## config.mk

```make
export PLATFORM = sky130hd
export DESIGN_NAME = csr_access_ctrl
export DESIGN_NICKNAME = d
export VERILOG_FILES = /design/src/rtl/csr_access_ctrl.sv
export SDC_FILE = /design/constraint.sdc
export NUM_CORES = 1
export LEC_CHECK = 0
export CORE_ASPECT_RATIO = 1.4
export CORE_MARGIN = 2
export CORE_UTILIZATION = 32
export CTS_CLUSTER_SIZE = 24
export DETAILED_ROUTE_END_ITERATION = 12
export PLACE_DENSITY_LB_ADDON = 0.25
export SLEW_MARGIN = 20
export SYNTH_ARGS = -nofsm -noshare
export SYNTH_HDL_FRONTEND = slang
export SYNTH_SLANG_ARGS = --single-unit
```

## constraint.sdc

```tcl
create_clock -name CLK -period 5.4 [get_ports CLK]
set_clock_uncertainty 0.1 [all_clocks]
set_input_delay 1.35 -clock CLK [delete_from_list [all_inputs] [get_ports CLK]]
set_output_delay 1.35 -clock CLK [all_outputs]
set_load 0.02 [all_outputs]
```

## src/rtl/csr_access_ctrl.sv

```systemverilog
// csr_access_ctrl: Zicsr read-modify-write sequencer plus trap-entry and fetch-redirect initiator
module csr_access_ctrl (
  input  logic        CLK,
  input  logic        RST,
  input  logic        req_valid,
  output logic        req_ready,
  input  logic [2:0]  req_op,
  input  logic [11:0] req_addr,
  input  logic [31:0] req_rs1_data,
  input  logic [4:0]  req_rs1_idx,
  output logic        resp_valid,
  output logic [31:0] resp_rdata,
  output logic        resp_illegal,
  output logic [11:0] csr_addr,
  output logic [31:0] csr_wdata,
  output logic        csr_wen,
  input  logic [31:0] csr_rdata,
  input  logic        csr_valid,
  input  logic        exc_valid,
  input  logic [5:0]  exc_cause,
  input  logic [31:0] exc_pc,
  input  logic        irq_pending,
  input  logic [31:0] irq_pc,
  input  logic        mie,
  output logic [5:0]  trap_cause,
  output logic [31:0] trap_pc,
  output logic        trap_en,
  input  logic [31:0] trap_handler,
  output logic        redirect_valid,
  output logic [31:0] redirect_pc
);
  typedef enum logic [2:0] {S_IDLE, S_RD, S_WR, S_RESP, S_TRAP, S_REDIR} state_t;
  state_t      r_state;
  logic [1:0]  r_kind;
  logic [31:0] r_operand;
  logic        r_nz;
  logic [31:0] r_old;
  logic [3:0]  r_cnt;
  logic        r_resp_valid;
  logic [31:0] r_resp_rdata;
  logic        r_resp_illegal;
  logic [11:0] r_csr_addr;
  logic [31:0] r_csr_wdata;
  logic        r_csr_wen;
  logic [5:0]  r_trap_cause;
  logic [31:0] r_trap_pc;
  logic        r_trap_en;
  logic        r_redirect_valid;
  logic [31:0] r_redirect_pc;
  logic        w_trap;
  logic        w_write;
  logic        w_ro;
  logic [31:0] w_new;
  assign w_trap  = exc_valid || (irq_pending && mie);
  assign w_write = (r_kind == 2'b01) || r_nz;
  assign w_ro    = r_csr_addr[11:10] == 2'b11;
  assign w_new   = (r_kind == 2'b01) ? r_operand :
                   (r_kind == 2'b10) ? (csr_rdata | r_operand) : (csr_rdata & ~r_operand);
  assign req_ready      = !RST && (r_state == S_IDLE) && !w_trap;
  assign resp_valid     = r_resp_valid;
  assign resp_rdata     = r_resp_rdata;
  assign resp_illegal   = r_resp_illegal;
  assign csr_addr       = r_csr_addr;
  assign csr_wdata      = r_csr_wdata;
  assign csr_wen        = r_csr_wen;
  assign trap_cause     = r_trap_cause;
  assign trap_pc        = r_trap_pc;
  assign trap_en        = r_trap_en;
  assign redirect_valid = r_redirect_valid;
  // the handler is live during the redirect cycle and remembered afterwards
  assign redirect_pc    = r_redirect_valid ? trap_handler : r_redirect_pc;
  always_ff @(posedge CLK) begin
    if (RST) begin
      r_state          <= S_IDLE;
      r_kind           <= '0;
      r_operand        <= '0;
      r_nz             <= 1'b0;
      r_old            <= '0;
      r_cnt            <= '0;
      r_resp_valid     <= 1'b0;
      r_resp_rdata     <= '0;
      r_resp_illegal   <= 1'b0;
      r_csr_addr       <= '0;
      r_csr_wdata      <= '0;
      r_csr_wen        <= 1'b0;
      r_trap_cause     <= '0;
      r_trap_pc        <= '0;
      r_trap_en        <= 1'b0;
      r_redirect_valid <= 1'b0;
      r_redirect_pc    <= '0;
    end else begin
      r_resp_valid     <= 1'b0;
      r_resp_illegal   <= 1'b0;
      r_csr_wen        <= 1'b0;
      r_trap_en        <= 1'b0;
      r_redirect_valid <= 1'b0;
      case (r_state)
        S_IDLE: begin
          if (w_trap) begin
            r_trap_cause <= exc_valid ? exc_cause : 6'h2B;
            r_trap_pc    <= exc_valid ? exc_pc : irq_pc;
            r_trap_en    <= 1'b1;
            r_state      <= S_TRAP;
          end else if (req_valid) begin
            r_kind    <= req_op[1:0];
            r_operand <= req_op[2] ? {27'd0, req_rs1_idx} : req_rs1_data;
            r_nz      <= req_rs1_idx != 5'd0;
            r_cnt     <= '0;
            if (req_op[1:0] == 2'b00) begin
              r_resp_valid   <= 1'b1;
              r_resp_illegal <= 1'b1;
              r_resp_rdata   <= '0;
              r_state        <= S_RESP;
            end else begin
              r_csr_addr <= req_addr;
              r_state    <= S_RD;
            end
          end
        end
        S_RD: begin
          if (csr_valid) begin
            if (w_write && w_ro) begin
              r_resp_valid   <= 1'b1;
              r_resp_illegal <= 1'b1;
              r_resp_rdata   <= '0;
              r_state        <= S_RESP;
            end else if (w_write) begin
              r_old       <= csr_rdata;
              r_csr_wdata <= w_new;
              r_csr_wen   <= 1'b1;
              r_state     <= S_WR;
            end else begin
              r_resp_valid <= 1'b1;
              r_resp_rdata <= csr_rdata;
              r_state      <= S_RESP;
            end
          end else if (r_cnt == 4'd15) begin
            r_resp_valid   <= 1'b1;
            r_resp_illegal <= 1'b1;
            r_resp_rdata   <= '0;
            r_state        <= S_RESP;
          end else begin
            r_cnt <= r_cnt + 4'd1;
          end
        end
        S_WR: begin
          r_resp_valid <= 1'b1;
          r_resp_rdata <= r_old;
          r_state      <= S_RESP;
        end
        S_RESP: r_state <= S_IDLE;
        S_TRAP: begin
          r_redirect_valid <= 1'b1;
          r_state          <= S_REDIR;
        end
        S_REDIR: begin
          r_redirect_pc <= trap_handler;
          r_state       <= S_IDLE;
        end
        default: r_state <= S_IDLE;
      endcase
    end
  end
endmodule

```

==> flow_metrics.tcl, run 1 <==
set metrics [dict create \
    outcome "finished, final reports clean" \
    crit_fanout 3 \
    crit_top_cell "clkdlybuf4s50_1" \
    r2r-start "r_state[2]$_SDFFE_PP0P_" \
    seq_area_frac_synth_pct 45.2 \
    ys.flop_type "dfxtp_1" \
    final_common_cell "clkdlybuf4s50_1" \
    synthMuxAreaShare_pct 7.43 \
    worstPathRequired_ns 3.95 \
    cts_inserted_buffers 24 \
    final_max_slew_viol_count 0 \
    die_h_microns 213 \
    path_cells "clkdlybuf4s50_1 > a21o_1 > nor4_1 > clkdlybuf4s50_1" \
    netlist_area_sq_um 9970 \
    ios 345 \
    place.gp.congestion 0.779 \
    drt_iter0_markers 433 \
    yosys.area_share.simple_pct 18.4 \
    multi_input_area_sq_um 4900 \
    die_w_microns 153 \
    cts-root-buf "clkbuf_16" \
    drive_above_1_share_pct 9.42 \
    clock_latency_ns 0.51 \
    synth_edf_count 0 \
    fin_cells 1881 \
    dieArea_sq_um 32600 \
    register_area_sq_um 4510 \
    first_global_vias 8926 \
    period_minus_slack_ns 4.39 \
    vdd_drop_max_mv 0.285 \
    p_leak_uw 0.00493 \
    dp_hpwl_microns 23600 \
    antenna_found_initial 5 \
    syn_nets 1376 \
    coreArea_sq_um 30700 \
    vias_per_cell 4.95 \
    vias 9313 \
    cts.sinks 225 \
    firstDrtPassIters 5 \
    fill_cells 3047 \
    h-tree-depth 1 \
    tightest_slew_ns 1.06 \
    whs_path_depth 2 \
    rows 76 \
    post-route-period-util_pct 81.3 \
    hold_violations 0 \
    rsz0062_at_grt "no" \
    cts_max_path_buffers 3 \
    hold_path_startpoint "r_old[27]$_SDFFE_PP0P_" \
    ant_nets 0 \
    synth_adder_area_share_pct 0.125 \
    clk_pin_slew_ns 0.06 \
    wl_microns 33400 \
    port_buffers 344 \
    cp.arrival_ns 2.94 \
    slowest_delay_ns 0.67 \
    cp-end-kind "output pin" \
    reg2reg_to "resp_rdata[0]$_SDFFE_PP0P_" \
    start_kind "input port" \
    post_drt_wl_per_cell_microns 17.8 \
    synth_top_family_by_area "compound AO/OA/AOI/OAI gates" \
    synth_xor_area_share_pct 2.55 \
    final_cell_mix "341 x clkdlybuf4s50_1, 279 x nand2_1, 224 x dfxtp_1" \
    slew_headroom_pct 29.6 \
    fmax_mhz 228 \
    grtUsageTotal_pct 19.2 \
    synth_compound_area_share_pct 20.4 \
    post-cts-setup-buffers 0 \
    initial_core_util_pct 32.5 \
    p_per_area_nw_per_um2 420 \
    place_inst 1833 \
    synth_cells 1182 \
    rr_worst_depth 6 \
    nets 1663 \
    critical_path_class "input port to output pin" \
    avgSynthCellArea_sq_um 8.44 \
    synth_seq_cells 225 \
    synth_cell_types 48 \
    setup_viol 0 \
    hold_buffers 0 \
    yosys_warnings 0 \
    overflow 0 \
    synthToLayoutAreaGrowth_pct 45.6 \
    critPathSlowestCell "clkdlybuf4s50_1" \
    grt_pass1_wl_microns 50400 \
    ctsResizeCount 0 \
    synthArstFlopShare_pct 0 \
    tritoncts "yes" \
    maxCapViolCount 0 \
    grt_start_max_net_pins 97 \
    setup_tns_ns 0 \
    drc 0 \
    hold_path_end "r_old[27]$_SDFFE_PP0P_" \
    r2r_slack_ns 2.61 \
    hold_path.class "register to register" \
    holdWs_ns 0.350 \
]
## per-layer routing
| layer | track usage, % | part of all wire [%] |
|---|---|---|
| met5 | 0 | 0.039 |
| met4 | 5.87 | 2.4 |
| met3 | 4.36 | 6.7 |
| met2 | 35.0 | 52 |
| met1 | 22.3 | 39 |
## report_power, final
part	internal (uW)	switching, uW
clock	1210	710
sequential	1920	177
combinational	944	1140
total	4070	2030
## flip-flops by register name, indices dropped and copies added (netlist names)
signal          cells
r_state             3
r_nz                1
redirect_valid      1
resp_valid          1
resp_illegal        1
resp_rdata         32
csr_wdata          32
r_cnt               4
r_operand          32
trap_cause          6
r_old              32
csr_addr           12
trap_pc            32
trap_en             1
r_redirect_pc      32
csr_wen             1
r_kind              2
## synth_stat cells, types with 2 or more instances
cell type,instances,area [sq um]
a2111oi_0,2,17.5
a211oi_1,46,345
a21oi_1,134,671
a221oi_1,26,228
a221oi_2,30,450
a32oi_1,3,26.3
and3_1,2,12.5
buf_1,5,18.8
buf_12,3,60.1
buf_2,21,105
buf_6,2,22.5
clkbuf_1,68,255
dfxtp_1,225,4500
inv_1,34,128
mux2_2,32,360
mux2i_1,38,380
nand2_1,279,1050
nand3_1,3,15.0
nand3b_1,29,218
nor2_1,92,345
nor3_1,16,80.1
nor3b_1,2,15.0
nor4_1,3,18.8
o21ai_0,33,165
o22ai_1,4,25.0
xnor2_1,28,245
## cell type report
| type | instances | area share (%) |
|---|---|---|
| Clock buffer | 28 | 4.53 |
| Clock inverter | 15 | 1.82 |
| Sequential cell | 225 | 31.0 |
| Inverter | 34 | 0.879 |
| Multi-Input combinational cell | 824 | 33.8 |
| Antenna cell | 5 | 0.0862 |
| Tap cell | 390 | 3.36 |
| Timing Repair Buffer | 360 | 24.5 |
## how the worst max path moves through the flow
stage | startpoint | end | slack (ns) | cells past startpoint
4_1_cts | irq_pending | req_ready | 1.0 | 4
3_5_place_dp | irq_pending | req_ready | 1.03 | 4
2_1_floorplan | RST | req_ready | 1.52 | 3
6_report | irq_pending | req_ready | 1.01 | 4
3_3_place_gp | irq_pending | req_ready | 1.00 | 4
5_1_grt | irq_pending | req_ready | 0.92 | 4
## cells by family after synthesis
logic type	after synthesis
flip-flops	225
XOR/XNOR	29
multiplexers	70
adder cells (fa/ha/maj)	1
AO/OA/AOI/OAI	288
buffers and inverters	133
AND/OR/NAND/NOR	436
## through the flow
| step | instance area [sq um] | power (uW) | setup slack [ns] | utilization, % |
|---|---|---|---|---|
| global placement | 13600 | 4210 | 1.00 | 44.2 |
| finish | 14500 | 6100 | 1.01 | 47.3 |
| global route | 14500 | 6410 | 0.920 | 47.2 |
| floorplan | 9970 | 3390 | 1.52 | - |
| CTS | 14500 | 6160 | 0.999 | 47.2 |
| detailed placement | 13600 | 4230 | 1.03 | 44.2 |
## critical path: cells and delay by family
kind / cells / cell delay [ns]
buffers and inverters: 2 / 1.10
AOI/OAI and AO/OA: 1 / 0.25
and+or+nand+nor: 1 / 0.24
(Power assumes the default switching activity.)
==> run 2: changes to the inputs <==
==> constraint.sdc (replaced) <==
create_clock -name CLK -period 4 [get_ports CLK]
set_clock_uncertainty 0.1 [all_clocks]
set_input_delay 1 -clock CLK [delete_from_list [all_inputs] [get_ports CLK]]
set_output_delay 1 -clock CLK [all_outputs]
set_load 0.02 [all_outputs]
==> flow_metrics.tcl, run 2 (same netlist as run 1, synthesis figures left out) <==
set metrics [dict create \
    outcome "finished, final reports clean" \
    start_kind "input port" \
    vias 9309 \
    die_h_microns 213 \
    firstDrtPassIters 4 \
    setup_tns_ns 0 \
    setup_viol 0 \
    sequentialPowerShare_pct 35.3 \
    clk_pin_slew_ns 0.06 \
    tightest_slew_ns 1.03 \
    design_power_total_uw 7980 \
    coreArea_sq_um 30700 \
    drt_iter0_markers 424 \
    comb_power_share_pct 35.4 \
    final_cell_mix "342 x clkdlybuf4s50_1, 279 x nand2_1, 224 x dfxtp_1" \
    place_inst 1836 \
    rsz0062_at_grt "no" \
    ant_nets 0 \
    cp-end-kind "output pin" \
    hold_violations 0 \
    wl_microns 32800 \
    vias_per_cell 4.94 \
    cts_max_path_buffers 3 \
    crit_fanout 3 \
    h-tree-depth 1 \
    p_switching_uw 2730 \
    hold_path.class "register to register" \
    rows 76 \
    cts-root-buf "clkbuf_16" \
    fin_cells 1885 \
    first_global_vias 8853 \
    maxCapViolCount 0 \
    post-cts-setup-buffers 0 \
    vdd_drop_max_mv 0.342 \
    worstPathRequired_ns 2.90 \
    internal-power_uw 5250 \
    clock_latency_ns 0.51 \
    dp_hpwl_microns 23200 \
    final_common_cell "clkdlybuf4s50_1" \
    synthToLayoutAreaGrowth_pct 45.0 \
    cts_inserted_buffers 24 \
    tritoncts "yes" \
    p_per_area_nw_per_um2 552 \
    ctsResizeCount 0 \
    ios 345 \
    fmax_mhz 267 \
    drive_above_1_share_pct 9.53 \
    place.gp.congestion 0.787 \
    grt_pass1_wl_microns 49300 \
    final_max_slew_viol_count 0 \
    overflow 0 \
    dieArea_sq_um 32600 \
    die_w_microns 153 \
    hold_buffers 0 \
    post-route-period-util_pct 93.5 \
    antenna_found_initial 5 \
    initial_core_util_pct 32.5 \
    post_drt_wl_per_cell_microns 17.4 \
    slew_headroom_pct 31.4 \
    drc 0 \
    p_sw_share_pct 34.2 \
    period_minus_slack_ns 3.74 \
    nets 1666 \
    p_leak_uw 0.00491 \
    grtUsageTotal_pct 18.8 \
    cts.sinks 225 \
    critical_path_class "input port to output pin" \
    p_clk_share_pct 29.3 \
    cp.arrival_ns 2.64 \
    grt_start_max_net_pins 192 \
    port_buffers 344 \
]
## run 2: changes by cell type in the layout (fill, tap and decap cells not counted), sizes merged
cell / delta
inv: +1
clkinv: +3
clkbuf: +1
buf: +2
bufinv: -4
clkdlybuf4s50: +1
## run 2: area by class of cell
cell class / instances / area (sq um)
fill: 2955 / 16300
multi-input combinational: 824 / 4900
sequential: 225 / 4510
timing repair buffer: 363 / 3600
clock buffer: 29 / 661
tap: 390 / 488
clock inverter: 15 / 168
inverter: 34 / 128
antenna: 5 / 12.5
## run 2: path summary, 6_finish.rpt
path	startpoint	endpoint	slack, ns	depth (start not counted)
min	r_old[1]$_SDFFE_PP0P_	r_old[1]$_SDFFE_PP0P_	0.35	2
min reg2reg	r_old[1]$_SDFFE_PP0P_	r_old[1]$_SDFFE_PP0P_	0.35	2
max	irq_pending	req_ready	0.26	4
max reg2reg	r_state[0]$_SDFFE_PP0P_	csr_wdata[24]$_SDFFE_PP0P_	1.47	5
## run 2: layer usage
metal	GRT usage (%)	share of wire [%]	vias to the layer above
li1	-	-	4644
met1	22.1	40	4309
met2	33.9	51	310
met3	4.12	6.6	44
met4	6.13	2.3	2
met5	0	0.040	-
## run 2: per-stage QoR
stage | setup WS [ns] | util [%] | area [sq um] | hold WS, ns
final | 0.259 | 47.1 | 14500 | 0.349
after detailed placement | 0.294 | 44.3 | 13600 | 0.344
after global routing | 0.162 | 47.1 | 14500 | 0.368
after floorplan | 0.818 | - | 9970 | 0.333
after CTS | 0.265 | 47.0 | 14400 | 0.352
after global placement | 0.285 | 44.3 | 13600 | 0.338
## run 2: power by group through the flow
stage / Combinational [uW] / Clock, uW / Sequential, uW
after floorplan: 1460 / 0 / 3130
after global placement: 2840 / 0 / 2850
final: 2820 / 2340 / 2820
after detailed placement: 2850 / 0 / 2870
after CTS: 2860 / 2400 / 2820
after global routing: 3050 / 2480 / 2870
## run 2: critical path, stage by stage
cell             delay, ns
clkdlybuf4s50_1       0.44
a21o_1                0.25
nor4_1                0.27
clkdlybuf4s50_1       0.67
